$ cat src/rtl/instruction_fetch_unit_pkg.sv
// Shared definitions for the instruction fetch unit.
//   fetch_state_t : fetch FSM states (IDLE, REQ, WAIT, HOLD)
//   OP_HI / OP_LO : bit range of the opcode field inside an instruction word
//   PC_INC        : byte increment between sequential instruction words
package instruction_fetch_unit_pkg;

    typedef enum logic [1:0] {
        ST_IDLE,
        ST_REQ,
        ST_WAIT,
        ST_HOLD
    } fetch_state_t;

    localparam int unsigned OP_HI  = 31;
    localparam int unsigned OP_LO  = 26;
    localparam int unsigned PC_INC = 4;

endpackage

$ cat src/rtl/instruction_fetch_unit_pc_register.sv
// Program counter register for the fetch unit.
// Ports:
//   clk, rst_n       : clock, asynchronous active-low reset
//   redirect         : branch/jump redirect pulse (highest priority)
//   redirect_target  : redirect byte address; low two bits are masked off
//   advance          : sequential advance after a captured response
//   advance_base     : address of the captured word; PC becomes base + PC_INC
//   pc               : current fetch address (always word-aligned)
//   misalign         : sticky flag, set when a redirect target was unaligned
module pc_register
    import instruction_fetch_unit_pkg::*;
#(
    parameter int unsigned          ADDR_W   = 32,
    parameter logic [ADDR_W-1:0]    RESET_PC = '0
) (
    input  logic              clk,
    input  logic              rst_n,
    input  logic              redirect,
    input  logic [ADDR_W-1:0] redirect_target,
    input  logic              advance,
    input  logic [ADDR_W-1:0] advance_base,
    output logic [ADDR_W-1:0] pc,
    output logic              misalign
);

    always_ff @(posedge clk or negedge rst_n) begin
        if (!rst_n) begin
            pc       <= RESET_PC;
            misalign <= 1'b0;
        end else if (redirect) begin
            pc <= {redirect_target[ADDR_W-1:2], 2'b00};
            if (redirect_target[1:0] != 2'b00) begin
                misalign <= 1'b1;
            end
        end else if (advance) begin
            // Natural modulo-2^ADDR_W wrap at the top of the address space.
            pc <= advance_base + ADDR_W'(PC_INC);
        end
    end

endmodule

$ cat src/rtl/instruction_fetch_unit.sv
// Instruction fetch stage feeding the decoder.
// Ports:
//   CLK, RSTN              : clock, asynchronous active-low reset
//   IMEM_REQ/ADDR/GNT      : request/grant handshake to instruction memory
//   IMEM_RVALID/RDATA      : response from instruction memory
//   INSTR_VALID/READY      : valid/ready hold register toward the decoder
//   INSTR, OP, PC_OUT      : fetched word, its opcode field and its address
//   BR_TAKEN/BR_TARGET     : redirect from execute
//   MISALIGN               : sticky unaligned-redirect flag
//   FETCH_CNT              : count of instructions consumed by the decoder
module instruction_fetch_unit
    import instruction_fetch_unit_pkg::*;
#(
    parameter int unsigned          ADDR_W   = 32,
    parameter int unsigned          INSTR_W  = 32,
    parameter logic [ADDR_W-1:0]    RESET_PC = '0
) (
    input  logic               CLK,
    input  logic               RSTN,
    output logic               IMEM_REQ,
    output logic [ADDR_W-1:0]  IMEM_ADDR,
    input  logic               IMEM_GNT,
    input  logic               IMEM_RVALID,
    input  logic [INSTR_W-1:0] IMEM_RDATA,
    output logic               INSTR_VALID,
    input  logic               INSTR_READY,
    output logic [INSTR_W-1:0] INSTR,
    output logic [5:0]         OP,
    output logic [ADDR_W-1:0]  PC_OUT,
    input  logic               BR_TAKEN,
    input  logic [ADDR_W-1:0]  BR_TARGET,
    output logic               MISALIGN,
    output logic [31:0]        FETCH_CNT
);

    fetch_state_t      state;
    logic              discard;
    logic [ADDR_W-1:0] faddr;
    logic [ADDR_W-1:0] pc;
    logic              capture;

    // A response is accepted only in WAIT, when it is not stale and no
    // redirect arrives in the same cycle.
    assign capture = (state == ST_WAIT) && IMEM_RVALID && !discard && !BR_TAKEN;

    pc_register #(
        .ADDR_W   (ADDR_W),
        .RESET_PC (RESET_PC)
    ) u_pc_register (
        .clk             (CLK),
        .rst_n           (RSTN),
        .redirect        (BR_TAKEN),
        .redirect_target (BR_TARGET),
        .advance         (capture),
        .advance_base    (faddr),
        .pc              (pc),
        .misalign        (MISALIGN)
    );

    assign IMEM_ADDR = pc;
    assign OP        = INSTR[OP_HI:OP_LO];

    always_ff @(posedge CLK or negedge RSTN) begin
        if (!RSTN) begin
            state       <= ST_IDLE;
            IMEM_REQ    <= 1'b0;
            discard     <= 1'b0;
            faddr       <= '0;
            INSTR_VALID <= 1'b0;
            INSTR       <= '0;
            PC_OUT      <= '0;
            FETCH_CNT   <= '0;
        end else begin
            case (state)
                ST_IDLE: begin
                    state    <= ST_REQ;
                    IMEM_REQ <= 1'b1;
                end
                ST_REQ: begin
                    if (IMEM_GNT) begin
                        // The old address is already accepted; a same-cycle
                        // redirect marks its response as stale.
                        faddr    <= pc;
                        discard  <= BR_TAKEN;
                        state    <= ST_WAIT;
                        IMEM_REQ <= 1'b0;
                    end
                end
                ST_WAIT: begin
                    if (BR_TAKEN) begin
                        if (IMEM_RVALID) begin
                            discard  <= 1'b0;
                            state    <= ST_REQ;
                            IMEM_REQ <= 1'b1;
                        end else begin
                            discard <= 1'b1;
                        end
                    end else if (IMEM_RVALID) begin
                        if (discard) begin
                            discard  <= 1'b0;
                            state    <= ST_REQ;
                            IMEM_REQ <= 1'b1;
                        end else begin
                            INSTR       <= IMEM_RDATA;
                            PC_OUT      <= faddr;
                            INSTR_VALID <= 1'b1;
                            state       <= ST_HOLD;
                        end
                    end
                end
                ST_HOLD: begin
                    if (BR_TAKEN) begin
                        INSTR_VALID <= 1'b0;
                        state       <= ST_REQ;
                        IMEM_REQ    <= 1'b1;
                    end else if (INSTR_READY) begin
                        INSTR_VALID <= 1'b0;
                        FETCH_CNT   <= FETCH_CNT + 32'd1;
                        state       <= ST_REQ;
                        IMEM_REQ    <= 1'b1;
                    end
                end
                default: begin
                    state    <= ST_IDLE;
                    IMEM_REQ <= 1'b0;
                end
            endcase
        end
    end

endmodule

$ cat config.mk
export PLATFORM = sky130hd
export DESIGN_NAME = instruction_fetch_unit
export DESIGN_NICKNAME = d
export VERILOG_FILES = /design/src/rtl/instruction_fetch_unit_pkg.sv /design/src/rtl/instruction_fetch_unit_pc_register.sv /design/src/rtl/instruction_fetch_unit.sv
export SDC_FILE = /design/constraint.sdc
export NUM_CORES = 1
export LEC_CHECK = 0
export ABC_AREA = 0
export CAP_MARGIN = 20
export CORE_MARGIN = 2
export CORE_UTILIZATION = 30
export DETAILED_ROUTE_END_ITERATION = 12
export PLACE_DENSITY_LB_ADDON = 0.08
export SLEW_MARGIN = 10
export SYNTH_ARGS = -nofsm -noshare
export SYNTH_HDL_FRONTEND = slang
export SYNTH_HIERARCHICAL = 1
export SYNTH_SLANG_ARGS = --single-unit
$ cat constraint.sdc
create_clock -name CLK -period 2.5 [get_ports CLK]
set_input_delay 0.5 -clock CLK [delete_from_list [all_inputs] [get_ports CLK]]
set_output_delay 0.5 -clock CLK [all_outputs]
set_load 0.01 [all_outputs]
## Yosys cells after proc, flatten, opt, wreduce, memory -nomap -nowiden

Cells that the tools add are included.

| cells by class | value |
|---|---|
| $add $sub $neg | 2 |
| eq/ne operators | 10 |
| multiplexer cells | 29 |
| bitwise operators | 2 |
| reductions and logical operators | 18 |

Operator list:

| operator | number |
|---|---|
| two-way mux 32 bit | 2 |
| adder 32 x 1 -> 32 bit (second input constant) | 1 |
| adder 32 x 3 -> 32 bit (second input constant) | 1 |
| two-way mux 1 bit | 16 |
| two-way mux 2 bit | 7 |
| inequality test 3 bit (second input constant) | 3 |
| AND reduction 3 bit | 3 |
| inequality test 2 bit (second input constant) | 4 |
| one-hot mux 2 bit (4 select lines) | 1 |
| AND reduction 4 bit | 2 |
| nonzero test 2 bit | 4 |
| AND reduction 5 bit | 1 |
| == test 2 bit (second input constant) | 2 |
| one-hot mux 1 bit (2 select lines) | 2 |
| one-hot mux 1 bit (4 select lines) | 1 |
| AND reduction 2 bit | 2 |
| logical AND 1 bit | 3 |
| == test 2 x 1 -> 1 bit (second input constant) | 1 |
| logical NOT 1 bit | 2 |
| logical NOT 2 bit | 1 |
| NOT 1 bit | 2 |

| word-level totals | value |
|---|---|
| register bits after elaboration | 166 |

## Logic depth before layout (Yosys ltp)

| depth | value |
|---|---|
| depth in word-level cells | 6 |
| mapped depth | 12 |

## Modules after synthesis

Netlist, hierarchy kept.

By module, submodules not included:

| module | area an instance (sq um) | cells an instance | times used | sequential area each (sq um) |
|---|---|---|---|---|
| instruction_fetch_unit | 5466.5 | 379 | 1 | 3328.2 |
| pc_register | 1964.4 | 204 | 1 | 825.8 |

## Worst setup path after synthesis

OpenSTA, ideal clock, no wires.

| path | value |
|---|---|
| path type | flip-flop to flip-flop |
| from | register state[0] |
| to | register u_pc_register.pc[22] |
| clock period less this slack | 2.231 ns |
| arrival | 2.097 ns |
| stages on the path, launching flop included | 13 |
| slack | 0.269 ns |
| library setup time | 0.134 ns |
| cell sequence | dfrtp_1 > inv_1 > ha_1 > inv_1 > nor3_1 > and2_1 > buf_2 > buf_4 > buf_4 > nor2_1 > clkbuf_1 > a22oi_1 > o21ai_0 |

| on the way | value |
|---|---|
| longest elaborated chain between the ends | 5 |

RTL lines:

| element | line | RTL |
|---|---|---|
| start: declaration | instruction_fetch_unit.sv:36 | `fetch_state_t state;` |
| start signal: assignment | instruction_fetch_unit.sv:65 | `state <= ST_IDLE;` |
| start signal: assignment | instruction_fetch_unit.sv:76 | `state <= ST_REQ;` |
| start signal: assignment | instruction_fetch_unit.sv:85 | `state <= ST_WAIT;` |
| == test 2 bit | instruction_fetch_unit.sv:44 | `assign capture = (state == ST_WAIT) && IMEM_RVALID && !discard && !BR_TAKEN;` |
| logical AND 1 bit (3 in a row) | instruction_fetch_unit.sv:44 |  |
| via capture | instruction_fetch_unit.sv:40 | `logic capture;` |
| nonzero test 2 bit (no source line) | - |  |
| end signal: assignment | instruction_fetch_unit_pc_register.sv:31 | `pc <= {redirect_target[ADDR_W-1:2], 2'b00};` |
| end signal: assignment | instruction_fetch_unit_pc_register.sv:37 | `pc <= advance_base + ADDR_W'(PC_INC);` |
| end: declaration | instruction_fetch_unit_pc_register.sv:22 | `output logic [ADDR_W-1:0] pc,` |

The timed path passes the listed nets, and every way through them passes these cells.
A chain may end at the register's enable or synchronous reset.

## Worst setup path after layout

| path | value |
|---|---|
| from | register faddr[2] |
| to | register u_pc_register.pc[28] |

| on the way | value |
|---|---|
| longest elaborated chain between the ends | 3 |

RTL lines:

| element | line | RTL |
|---|---|---|
| start: declaration | instruction_fetch_unit.sv:38 | `logic [ADDR_W-1:0] faddr;` |
| start signal: assignment | instruction_fetch_unit.sv:83 | `faddr <= pc;` |
| adder 32 x 3 -> 32 bit | instruction_fetch_unit_pc_register.sv:37 |  |
| two-way mux 32 bit | instruction_fetch_unit_pc_register.sv:35 | `end else if (advance) begin` |
| two-way mux 32 bit | instruction_fetch_unit_pc_register.sv:30 | `end else if (redirect) begin` |

Every way passes these cells. The select of a mux whose other input is x is not followed.

==> results.cfg <==
[placed_design]
place_hpwl_mm = 13.6
pre_cts_slack_ns = 0.153
io_buffers = 206
place_congestion = 0.755

[global_route]
antenna_found_initial = 0
grt_max_degree = 83
grt_pass1_vias = 5610
grt_pass1_wl_mm = 31.3
grt-ovfl-total = 0
grt.total_usage_pct = 15.3

[floorplanning]
pin_count = 207
placementRows = 57
die_w_um = 161
core_area_sq_um = 24300
die_h_um = 161
start_util_pct = 30.6
design.die.area_sq_um = 26000

[final_layout]
multi_input_area_sq_um = 3060
final_nets = 867
syn_to_final_growth_pct = 41.7
diodes = 0
drive_gt1_share_pct = 19.9
fillers = 2260
seqCellArea_sq_um = 4150

[cts]
clock_path_buffers = 2
clk_latency_ns = 0.42
cts_inserted_buffers = 17
clockRootBuffer = clkbuf_16
clkTransAtPathRegs_ns = 0.07
cts_max_level = 4
cts_tree = done
clock_sinks = 166

[synth]
synthMuxAreaShare_pct = 15.5
avgSynthCellArea_sq_um = 12.7
ys.flop_type = dfrtp_1
synth_seq_cells = 166
synth-seq-area-share_pct = 55.9
syn_area_sq_um = 7430
synthXorXnorAreaFrac_pct = 6.72
yosys_warnings = 6
async_reset_ff_share_pct = 100
synth_top_family_by_area = multiplexers
ys_types = 48
synthSimpleGateAreaFrac_pct = 12.1
synth_fa_ha_area_share_pct = 0.842
synth_edf_count = 0
netlist_instances = 583
syn-num-nets = 658
synth_compound_gate_area_share_pct = 5.81

[timing]
relSlewSlack_pct = 57.7
fin_crit_sh_pct = 88.7
setup_viol = 0
drv_slew = 0
worst_pin_slew_ns = 0.629
worst_slack_ns = 0.281
period_needed_ns = 2.22
tns_ns = 0
finalHoldViolations = 0
fmax_mhz = 451
rsz0062_at_grt = false
finClkSkew_ns = 0.0147

[run_status]
status = completed

[critical_path]
critPathKind = flop to flop
crit_path_max_fanout = 8
timing.critical_path.to_type = flop
cp-start-kind = flop
crit_required_ns = 2.80
reg2reg_slack_ns = 0.28
critPathArrivalTime_ns = 2.52

[drt]
drcViolationCount = 0
first_iter_violations = 175
ant_nets = 0
viasPerCell = 4.75
wl_mm = 20.0
firstDrtPassIters = 6
wl_per_cell_um = 17.7
vias = 5355

[pwr]
powerDensity_nw_per_um2 = 945
ir_worst_vdd_v = 0.000440
p_leak_uw = 0.00449

[job]
drv_cap = 0

[worst_hold_path]
min-delay-path-class = input port to async pin
==> layer usage <==
layer	part of all wire (%)	vias up	track usage, %
met2	49	139	25.2
met1	45	2699	20.1
met5	0	-	0
met4	1.6	0	5.32
met3	4.2	18	3.24
li1	-	2499	-
==> Yosys cell counts, types with 2 or more instances <==
cell      instances  area (sq um)
nor4_2            2          25.0
buf_1             2          7.51
and3_1           13          81.3
nand4_2           2          25.0
buf_6             3          33.8
o21ai_0          31           155
mux2_2           96          1080
or3_1             2          12.5
xor2_1           26           228
nand3_4           2          35.0
nor4_1            2          12.5
a31oi_1           3          18.8
inv_1            11          41.3
nand4_1          14          87.6
and2_1            3          18.8
nor3_1            5          25.0
nor2_1           17          63.8
nand2_1          36           135
nor4_4            2          42.5
a22oi_1          20           150
xnor2_1          31           272
a22o_1            3          26.3
nand3_1          21           105
nand2b_1          3          18.8
mux2i_1           7          70.1
o21ai_1           3          15.0
and4_1            8          70.1
dfrtp_1         166          4150
nor4b_1           2          17.5
buf_4            13          97.6
nor4b_4           2          47.6
ha_1              5          62.6
clkbuf_1          8          30.0
buf_2             3          15.0
a21oi_1           3          15.0
==> stage by stage <==
stage | util (%) | power, uW | std cells | hold WS (ns) | area (sq um)
after CTS | 43.2 | 10100 | 1127 | 0.0165 | 10500
after detailed placement | 40.5 | 7150 | 1096 | 0.454 | 9860
final | 43.3 | 9950 | 1128 | 0.00405 | 10500
after global placement | 40.5 | 7060 | 1096 | 0.451 | 9860
after global routing | 43.3 | 10500 | 1128 | 0.0288 | 10500
after floorplan | - | 5520 | 583 | 0.204 | 7430
==> where the power goes <==
group / switching (uW) / internal [uW]
Combinational: 1110 / 1800
Clock: 1170 / 1700
Sequential: 743 / 3420
==> path summary, 6_finish.rpt <==
path	startpoint	end	cells after the start
min reg2reg	u_pc_register/misalign	u_pc_register/misalign	1
max in group asynchronous	RSTN	u_pc_register/pc[13]	2
max reg2reg	faddr[2]	u_pc_register/pc[28]	6
min	RSTN	FETCH_CNT[21]	1
max	faddr[2]	u_pc_register/pc[28]	6
min in group CLK	BR_TAKEN	u_pc_register/misalign	3
==> placed cells by master (no fill, tap or decap), types with 7 or more instances in the layout <==
| cell type | count |
|---|---|
| clkdlybuf4s50_1 | 204 |
| dfrtp_1 | 166 |
| mux2_2 | 96 |
| nand2_1 | 35 |
| xnor2_1 | 31 |
| o21ai_0 | 31 |
| xor2_1 | 26 |
| nand3_1 | 21 |
| a22oi_1 | 20 |
| clkbuf_16 | 18 |
| nor2_1 | 16 |
| nand4_1 | 14 |
| and3_1 | 13 |
| inv_1 | 11 |
| buf_4 | 9 |
| and4_1 | 8 |
| mux2i_1 | 7 |
==> what timing repair did <==
action	4_1_cts	5_1_grt
buffers inserted	0	0
hold buffers	0	0
endpoints found under the setup margin	0	14
resized for setup	0	2
==> layout make-up <==
type | instances | area share [%]
clock inverters | 14 | 2.02
well taps | 324 | 3.85
clock buffers | 17 | 4.04
repair buffers | 220 | 21.3
inverters | 11 | 0.392
multi-input cells | 376 | 29.0
flip-flops and latches | 166 | 39.4
==> cells by family after synthesis <==
family	after synthesis
AOI/OAI and AO/OA	69
adders and majority gates	5
xor gates and xnor gates	57
buffers and inverters	41
muxes	103
DFF	166
and+or+nand+nor	142
==> state kept, by name, indices dropped and copies added, names as in the netlist <==
name                    flops
IMEM_REQ                    1
u_pc_register/misalign      1
FETCH_CNT                  32
INSTR_VALID                 1
state                       2
PC_OUT                     32
INSTR                      32
u_pc_register/pc           32
discard                     1
faddr                      32
==> worst max-delay path, stage by stage, from the launching register on <==
cell,delay (ns)
dfrtp_1,0.47
ha_1,0.23
and3_1,0.33
nor4b_4,0.58
and4_1,0.30
xnor2_1,0.12
o21ai_1,0.07
Note: power is estimated with default switching activity, not from simulation.
